## config.mk

```make
export PLATFORM = sky130hd
export DESIGN_NAME = subleq_core_p
export DESIGN_NICKNAME = d
export VERILOG_FILES = /design/src/rtl/subleq_pkg.sv /design/src/rtl/subleq_mem_port.sv /design/src/rtl/subleq_core_p.sv
export SDC_FILE = /design/constraint.sdc
export NUM_CORES = 1
export LEC_CHECK = 0
export ABC_AREA = 1
export ABC_CLOCK_PERIOD_IN_PS = 2000
export CORE_ASPECT_RATIO = 1.4
export CORE_MARGIN = 4
export CORE_UTILIZATION = 53
export CTS_BUF_LIST = sky130_fd_sc_hd__clkbuf_4 sky130_fd_sc_hd__clkbuf_8
export CTS_CLUSTER_DIAMETER = 120
export DETAILED_ROUTE_END_ITERATION = 8
export PLACE_DENSITY = 0.78
export SLEW_MARGIN = 20
export SYNTH_ARGS = -nofsm -noshare
export SYNTH_HDL_FRONTEND = slang
export SYNTH_SLANG_ARGS = --single-unit
```

## constraint.sdc

```tcl
create_clock -name clk -period 2 [get_ports clk]
set_clock_uncertainty 0.1 [all_clocks]
set_input_delay 0.3 -clock clk [delete_from_list [all_inputs] [get_ports clk]]
set_output_delay 0.3 -clock clk [all_outputs]
set_load 0.1 [all_outputs]
```

## src/rtl/subleq_pkg.sv

```systemverilog
`default_nettype none
// ============================================================================
// Module   : subleq_pkg
// Brief    : Shared states, constants and IO_ID helper for the SUBLEQ core.
// Revision : 1.0
// ============================================================================
package subleq_pkg;

    localparam int INSTR_LEN = 3;

    typedef enum logic [3:0] {
        ST_IDLE  = 4'd0,
        ST_FA    = 4'd1,
        ST_FB    = 4'd2,
        ST_FC    = 4'd3,
        ST_RA    = 4'd4,
        ST_RB    = 4'd5,
        ST_WB    = 4'd6,
        ST_IN_W  = 4'd7,
        ST_OUT_W = 4'd8,
        ST_EXEC  = 4'd9,
        ST_HALT  = 4'd10
    } core_state_t;

    typedef enum logic [1:0] {
        PS_IDLE  = 2'd0,
        PS_SETUP = 2'd1,
        PS_WAIT  = 2'd2
    } port_state_t;

    // All-ones word of the given width, right-aligned in 32 bits
    function automatic logic [31:0] io_id(input int unsigned width);
        io_id = 32'hFFFF_FFFF >> (32 - width);
    endfunction

endpackage
`default_nettype wire

```

## src/rtl/subleq_mem_port.sv

```systemverilog
`default_nettype none
// ============================================================================
// Module   : subleq_mem_port
// Brief    : SETUP/WAIT sequencer for one req/ack memory transaction at a time.
// Revision : 1.0
// ============================================================================
module subleq_mem_port
    import subleq_pkg::*;
#(
    parameter int DATA_W = 16,
    parameter int ADDR_W = 16
) (
    input  logic              clk,
    input  logic              rst_n,
    input  logic              start,
    input  logic              wr,
    input  logic [ADDR_W-1:0] addr,
    input  logic [DATA_W-1:0] wdata,
    output logic              done,
    output logic [DATA_W-1:0] rdata,
    output logic              mem_req,
    output logic              mem_we,
    output logic [ADDR_W-1:0] mem_addr,
    output logic [DATA_W-1:0] mem_wdata,
    input  logic              mem_ack,
    input  logic [DATA_W-1:0] mem_rdata
);

    port_state_t       st_q, st_d;
    logic              req_q, req_d;
    logic              we_q, we_d;
    logic [ADDR_W-1:0] addr_q, addr_d;
    logic [DATA_W-1:0] wdata_q, wdata_d;

    always_ff @(posedge clk or negedge rst_n) begin
        if (!rst_n) begin
            st_q    <= PS_IDLE;
            req_q   <= 1'b0;
            we_q    <= 1'b0;
            addr_q  <= '0;
            wdata_q <= '0;
        end else begin
            st_q    <= st_d;
            req_q   <= req_d;
            we_q    <= we_d;
            addr_q  <= addr_d;
            wdata_q <= wdata_d;
        end
    end

    always_comb begin
        st_d    = st_q;
        req_d   = req_q;
        we_d    = we_q;
        addr_d  = addr_q;
        wdata_d = wdata_q;
        done    = 1'b0;
        case (st_q)
            PS_SETUP: begin
                st_d  = PS_WAIT;
                req_d = 1'b1;
            end
            PS_WAIT: begin
                if (mem_ack) begin
                    done  = 1'b1;
                    req_d = 1'b0;
                    st_d  = PS_IDLE;
                end
            end
            default: ;
        endcase
        // A new request may be chained on the completing cycle; req stays low for its SETUP
        if (start) begin
            st_d    = PS_SETUP;
            we_d    = wr;
            addr_d  = addr;
            wdata_d = wdata;
        end
    end

    assign rdata     = mem_rdata;
    assign mem_req   = req_q;
    assign mem_we    = we_q;
    assign mem_addr  = addr_q;
    assign mem_wdata = wdata_q;

endmodule
`default_nettype wire

```

## src/rtl/subleq_core_p.sv

```systemverilog
`default_nettype none
// ============================================================================
// Module   : subleq_core_p
// Brief    : Parametrised SUBLEQ core with req/ack memory, byte I/O and halt.
// Revision : 1.0
// ============================================================================
module subleq_core_p
    import subleq_pkg::*;
#(
    parameter int          DATA_W   = 16,
    parameter int          ADDR_W   = 16,
    parameter int unsigned RESET_PC = 0
) (
    input  logic              clk,
    input  logic              rst_n,
    input  logic              run,
    output logic              mem_req,
    output logic              mem_we,
    output logic [ADDR_W-1:0] mem_addr,
    output logic [DATA_W-1:0] mem_wdata,
    input  logic              mem_ack,
    input  logic [DATA_W-1:0] mem_rdata,
    output logic              out_valid,
    output logic [7:0]        out_data,
    input  logic              out_ready,
    input  logic              in_valid,
    input  logic [7:0]        in_data,
    output logic              in_ready,
    output logic              halted,
    output logic [ADDR_W-1:0] pc_dbg
);

    localparam logic [DATA_W-1:0] IO_ID = DATA_W'(io_id(DATA_W));

    core_state_t       state_q, state_d;
    logic [ADDR_W-1:0] pc_q, pc_d;
    logic [DATA_W-1:0] ir_a_q, ir_a_d;
    logic [DATA_W-1:0] ir_b_q, ir_b_d;
    logic [DATA_W-1:0] ir_c_q, ir_c_d;
    logic [DATA_W-1:0] a_q, a_d;
    logic [DATA_W-1:0] b_q, b_d;
    logic              le_q, le_d;
    logic              out_valid_q, out_valid_d;
    logic [7:0]        out_data_q, out_data_d;
    logic              in_ready_q, in_ready_d;
    logic              halted_q, halted_d;

    logic              mp_start;
    logic              mp_wr;
    logic [ADDR_W-1:0] mp_addr;
    logic [DATA_W-1:0] mp_wdata;
    logic              mp_done;
    logic [DATA_W-1:0] mp_rdata;

    logic [DATA_W-1:0] diff;
    logic [ADDR_W-1:0] pc_next;
    logic              is_in;
    logic              is_out;

    subleq_mem_port #(
        .DATA_W (DATA_W),
        .ADDR_W (ADDR_W)
    ) u_mem_port (
        .clk       (clk),
        .rst_n     (rst_n),
        .start     (mp_start),
        .wr        (mp_wr),
        .addr      (mp_addr),
        .wdata     (mp_wdata),
        .done      (mp_done),
        .rdata     (mp_rdata),
        .mem_req   (mem_req),
        .mem_we    (mem_we),
        .mem_addr  (mem_addr),
        .mem_wdata (mem_wdata),
        .mem_ack   (mem_ack),
        .mem_rdata (mem_rdata)
    );

    always_ff @(posedge clk or negedge rst_n) begin
        if (!rst_n) begin
            state_q     <= ST_IDLE;
            pc_q        <= ADDR_W'(RESET_PC);
            ir_a_q      <= '0;
            ir_b_q      <= '0;
            ir_c_q      <= '0;
            a_q         <= '0;
            b_q         <= '0;
            le_q        <= 1'b0;
            out_valid_q <= 1'b0;
            out_data_q  <= '0;
            in_ready_q  <= 1'b0;
            halted_q    <= 1'b0;
        end else begin
            state_q     <= state_d;
            pc_q        <= pc_d;
            ir_a_q      <= ir_a_d;
            ir_b_q      <= ir_b_d;
            ir_c_q      <= ir_c_d;
            a_q         <= a_d;
            b_q         <= b_d;
            le_q        <= le_d;
            out_valid_q <= out_valid_d;
            out_data_q  <= out_data_d;
            in_ready_q  <= in_ready_d;
            halted_q    <= halted_d;
        end
    end

    always_comb begin
        state_d     = state_q;
        pc_d        = pc_q;
        ir_a_d      = ir_a_q;
        ir_b_d      = ir_b_q;
        ir_c_d      = ir_c_q;
        a_d         = a_q;
        b_d         = b_q;
        le_d        = le_q;
        out_valid_d = out_valid_q;
        out_data_d  = out_data_q;
        in_ready_d  = in_ready_q;
        halted_d    = halted_q;
        mp_start    = 1'b0;
        mp_wr       = 1'b0;
        mp_addr     = pc_q;
        mp_wdata    = '0;
        diff        = b_q - a_q;
        pc_next     = pc_q + ADDR_W'(INSTR_LEN);
        is_in       = (ir_a_q == IO_ID);
        is_out      = (ir_b_q == IO_ID);

        case (state_q)
            ST_IDLE: begin
                if (run) begin
                    mp_start = 1'b1;
                    mp_addr  = pc_q;
                    state_d  = ST_FA;
                end
            end
            ST_FA: begin
                if (mp_done) begin
                    ir_a_d   = mp_rdata;
                    mp_start = 1'b1;
                    mp_addr  = pc_q + ADDR_W'(1);
                    state_d  = ST_FB;
                end
            end
            ST_FB: begin
                if (mp_done) begin
                    ir_b_d   = mp_rdata;
                    mp_start = 1'b1;
                    mp_addr  = pc_q + ADDR_W'(2);
                    state_d  = ST_FC;
                end
            end
            ST_FC: begin
                if (mp_done) begin
                    ir_c_d = mp_rdata;
                    if (is_in) begin
                        in_ready_d = 1'b1;
                        state_d    = ST_IN_W;
                    end else begin
                        mp_start = 1'b1;
                        mp_addr  = ir_a_q[ADDR_W-1:0];
                        state_d  = ST_RA;
                    end
                end
            end
            ST_RA: begin
                if (mp_done) begin
                    a_d = mp_rdata;
                    if (is_out) begin
                        out_valid_d = 1'b1;
                        out_data_d  = mp_rdata[7:0];
                        state_d     = ST_OUT_W;
                    end else begin
                        mp_start = 1'b1;
                        mp_addr  = ir_b_q[ADDR_W-1:0];
                        state_d  = ST_RB;
                    end
                end
            end
            ST_RB: begin
                if (mp_done) begin
                    b_d     = mp_rdata;
                    state_d = ST_EXEC;
                end
            end
            ST_EXEC: begin
                le_d     = diff[DATA_W-1] || (diff == '0);
                mp_start = 1'b1;
                mp_wr    = 1'b1;
                mp_addr  = ir_b_q[ADDR_W-1:0];
                mp_wdata = diff;
                state_d  = ST_WB;
            end
            ST_IN_W: begin
                if (in_valid && in_ready_q) begin
                    in_ready_d = 1'b0;
                    mp_start   = 1'b1;
                    mp_wr      = 1'b1;
                    mp_addr    = ir_b_q[ADDR_W-1:0];
                    mp_wdata   = DATA_W'(in_data);
                    state_d    = ST_WB;
                end
            end
            ST_WB: begin
                if (mp_done) begin
                    // Input instructions never branch; le_q is stale for them
                    if (is_in || !le_q) begin
                        pc_d    = pc_next;
                        state_d = ST_IDLE;
                    end else if (!ir_c_q[DATA_W-1]) begin
                        pc_d    = ir_c_q[ADDR_W-1:0];
                        state_d = ST_IDLE;
                    end else begin
                        halted_d = 1'b1;
                        state_d  = ST_HALT;
                    end
                end
            end
            ST_OUT_W: begin
                if (out_ready) begin
                    out_valid_d = 1'b0;
                    pc_d        = pc_next;
                    state_d     = ST_IDLE;
                end
            end
            ST_HALT: ;
            default: state_d = ST_IDLE;
        endcase
    end

    assign out_valid = out_valid_q;
    assign out_data  = out_data_q;
    assign in_ready  = in_ready_q;
    assign halted    = halted_q;
    assign pc_dbg    = pc_q;

endmodule
`default_nettype wire
```

==> impl_metrics.py <==
metrics = {
    "outcome": {
        "run_status": "finished, violations left",
        "violations": "negative setup slack",
    },
    "timing": {
        "unrepaired_setup_endpoints_after_global_routing": "true",
        "max_slew_headroom": 0.708,
        "maxSlewViolCount": 0,
        "finalSetupViolations": 2,
        "max_clock_freq_mhz": 482,
        "timing.final.crit_share": 1.04,
        "timing_worst_slew_pin_value_ps": 437,
        "holdWs_ps": 215,
        "final.setup.worst_slack_ps": -72.7,
        "hold_violations": 0,
        "fin_tns_setup_ps": -118,
        "final.min_clock_period_ps": 2070,
    },
    "placed_design": {
        "pre_cts_slack_ps": -290,
        "globalplace.congestion": 0.985,
        "port_buffers": 90,
        "place_area_um2": 10500,
        "post-dp-hpwl_mm": 21.4,
    },
    "floorplanning": {
        "area_of_the_placeable_core_um2": 15800,
        "boundaryPins": 91,
        "floorplan.die_area_um2": 18400,
        "die-width_um": 116,
        "fp.dieH_um": 159,
        "initial_core_util": 0.546,
        "row_count": 54,
    },
    "cells_and_area": {
        "layout.cells.most_common_list": "374 x nand2_1, 157 x buf_4, 149 x o21ai_0",
        "area_growth_syn_to_layout_pct": 32.1,
        "layout-drive-gt1-share": 0.225,
        "final_common_cell": "nand2_1",
        "design.final.nets": 1461,
        "postLayoutCellArea_um2": 11400,
        "multi_input_area_um2": 4460,
        "sequential_cell_area_um2": 3750,
        "layout.filler_cells": 1349,
        "antenna_cells": 0,
    },
    "pwr": {
        "p_sw_mw": 12.1,
        "irDropWorstVdd_mv": 1.52,
        "internal-power_mw": 10.5,
        "switching_share": 0.536,
        "power.leakage_nw": 5.75,
        "fin_total_pwr_mw": 22.5,
        "clock_power_share": 0.115,
        "p_seq_frac": 0.239,
        "power.density_cell_area_nw_per_um2": 1980,
        "combinationalPowerShare": 0.646,
    },
    "route": {
        "antenna_violating_nets_post_route": 0,
        "remaining_drcs": 0,
        "dr.first_iter.drc_count": 851,
        "num_vias": 8900,
        "detail_route.first_pass.iterations": 5,
        "routed_via_density": 5.50,
        "routed_wl_mm": 28.3,
        "post_drt_wl_per_cell_um": 17.5,
    },
    "global_route": {
        "grt_use_total": 0.311,
        "globalRoute.busiestLayer": "met2",
        "globalRouteMet1Util": 0.369,
        "grt_max_degree": 48,
        "sum_of_overflow_across_all_layers_after_global_routing": 0,
        "grt_pass1_vias": 8700,
        "globalRouteMet3Util": 0.0468,
        "globalRouteMet2Util": 0.526,
        "first_pass_grt_wire_length_mm": 44.8,
        "grt_antenna_before_repair": 0,
    },
    "flow_run": {
        "max-cap-violations": 0,
    },
    "setup_path": {
        "timing.critical_path.required_ps": 2320,
        "worstPathArrival_ps": 2390,
        "critPathLaunch": "b_q[0]$_DFFE_PN0P_",
        "worst_r2r_startpoint": "b_q[0]$_DFFE_PN0P_",
        "critical_path_peak_fanout": 2,
        "critical_path_class": "reg -> reg",
        "crit_path_start_kind": "flop",
        "timing.reg2reg.setup_slack_ps": -70,
        "r2r-end": "le_q$_DFFE_PN0P_",
        "end_kind": "flop",
        "worst_r2r_path_depth": 13,
    },
    "cts": {
        "clkTransAtPathRegs_ps": 90,
        "clock_insertion_delay_worst_skew_ps": 470,
        "clock_buffer_depth": 2,
        "cts-buffers-inserted": 17,
        "cts_tree": "yes",
        "cts_max_level": 4,
        "root_buffer": "clkbuf_8",
        "numClockSinks": 148,
    },
    "logic_synthesis": {
        "synth_seq_area_share": 0.429,
        "async_flop_share": 1.00,
        "synthDistinctLibCells": 36,
        "synth.ff_latch_count": 148,
        "yosys.area.top_type_share": 0.429,
        "synth_largest_area_cell": "dfrtp_1",
        "nets_in_the_synthesized_netlist": 1268,
        "syn-cell-area_um2": 8630,
        "synth_ff_type": "dfrtp_1",
        "netlist_instances": 1217,
        "synth_warnings": 0,
        "ys_top_cells_by_area": "dfrtp_1 43%, nand2_1 17%, o21ai_0 8.9%",
        "synth_enable_flop_cells": 0,
        "post_synth.cell_area_avg_um2": 7.09,
    },
    "worst_hold_path": {
        "hold_class": "in -> async",
    },
}
[cells by family after synthesis]
logic type / after synthesis / synth area share
compound gates: 207 / 0.126
xor+xnor: 14 / 0.0142
fa+ha+maj: 21 / 0.0313
buf+inv: 171 / 0.0812
flops: 148 / 0.429
simple gates: 656 / 0.319
[area by class of cell]
class                      count  area share
timing repair buffer         215       0.177
multi-input combinational    898       0.391
tap                          196      0.0215
inverter                     130      0.0430
clock inverter                12      0.0148
clock buffer                  20      0.0230
sequential                   148       0.329
[power groups by stage]
stage               clock [mW]  sequential, mW  combinational [mW]
floorplan                    0            8.27                5.99
global placement             0            5.34                13.3
detailed placement           0            5.39                13.5
CTS                       2.62            5.35                13.7
global route              2.74            5.52                15.8
finish                    2.60            5.39                14.6
[worst max-delay path by stage]
stage                                          to  cells after the start
2_1_floorplan              pc_dbg[14]$_DFFE_PN0P_                      9
3_3_place_gp   u_mem_port.mem_addr[4]$_DFFE_PN0P_                     10
3_5_place_dp   u_mem_port.mem_addr[4]$_DFFE_PN0P_                     10
4_1_cts                          le_q$_DFFE_PN0P_                     15
5_1_grt                          le_q$_DFFE_PN0P_                     13
6_report                         le_q$_DFFE_PN0P_                     13
[cell usage after synthesis (3+ instances only)]
library cell,instances
nor3_1,6
nand3_1,86
nor2_1,119
a22oi_1,8
nand3b_1,11
buf_4,8
nand2_1,392
xor2_1,13
inv_1,124
inv_2,5
buf_2,11
nor2_2,8
nand3_2,3
o21ai_0,154
dfrtp_1,148
clkbuf_1,20
nand4_1,19
a21oi_1,33
nand2_2,5
a22o_1,4
ha_1,20
[critical path, stage by stage, from the launching register on]
cell,delay (ps)
dfrtp_1,400
inv_2,80
ha_4,120
inv_2,30
fa_2,360
buf_6,130
xor2_2,170
nor2_1,120
nand3_1,70
nor2_1,110
nand3_1,90
nor2_1,100
nand3_1,80
nand2_1,60
[state kept, by name, indices dropped and copies added (netlist names)]
register              flops
le_q                      1
u_mem_port.mem_we         1
out_valid                 1
ir_a_q                   16
a_q                      16
b_q                      16
in_ready                  1
pc_dbg                   16
u_mem_port.mem_addr      16
halted                    1
ir_c_q                   16
ir_b_q                   16
u_mem_port.mem_req        1
state_q                   4
out_data                  8
u_mem_port.mem_wdata     16
u_mem_port.st_q           2
[through the flow]
| step | utilization | instances |
|---|---|---|
| final | 0.721 | 1619 |
| after global placement | 0.666 | 1562 |
| after floorplan | - | 1217 |
| after global routing | 0.721 | 1619 |
| after CTS | 0.697 | 1596 |
| after detailed placement | 0.666 | 1562 |
[metal layers]
| layer | share of wire | up-vias |
|---|---|---|
| met5 | 0 | - |
| met4 | 0.062 | 0 |
| met3 | 0.050 | 99 |
| met2 | 0.51 | 304 |
| met1 | 0.38 | 4200 |
| li1 | - | 4297 |
[what timing repair did]
item | in CTS | in global routing
hold endpoints to repair | 39 | 0
setup buffers | 1 | 23
pin swaps | 7 | 25
endpoints found under the setup margin | 8 | 43
hold buffers | 1 | 0
resized for setup | 13 | 69
No activity file was read; power rests on OpenSTA's default activity.
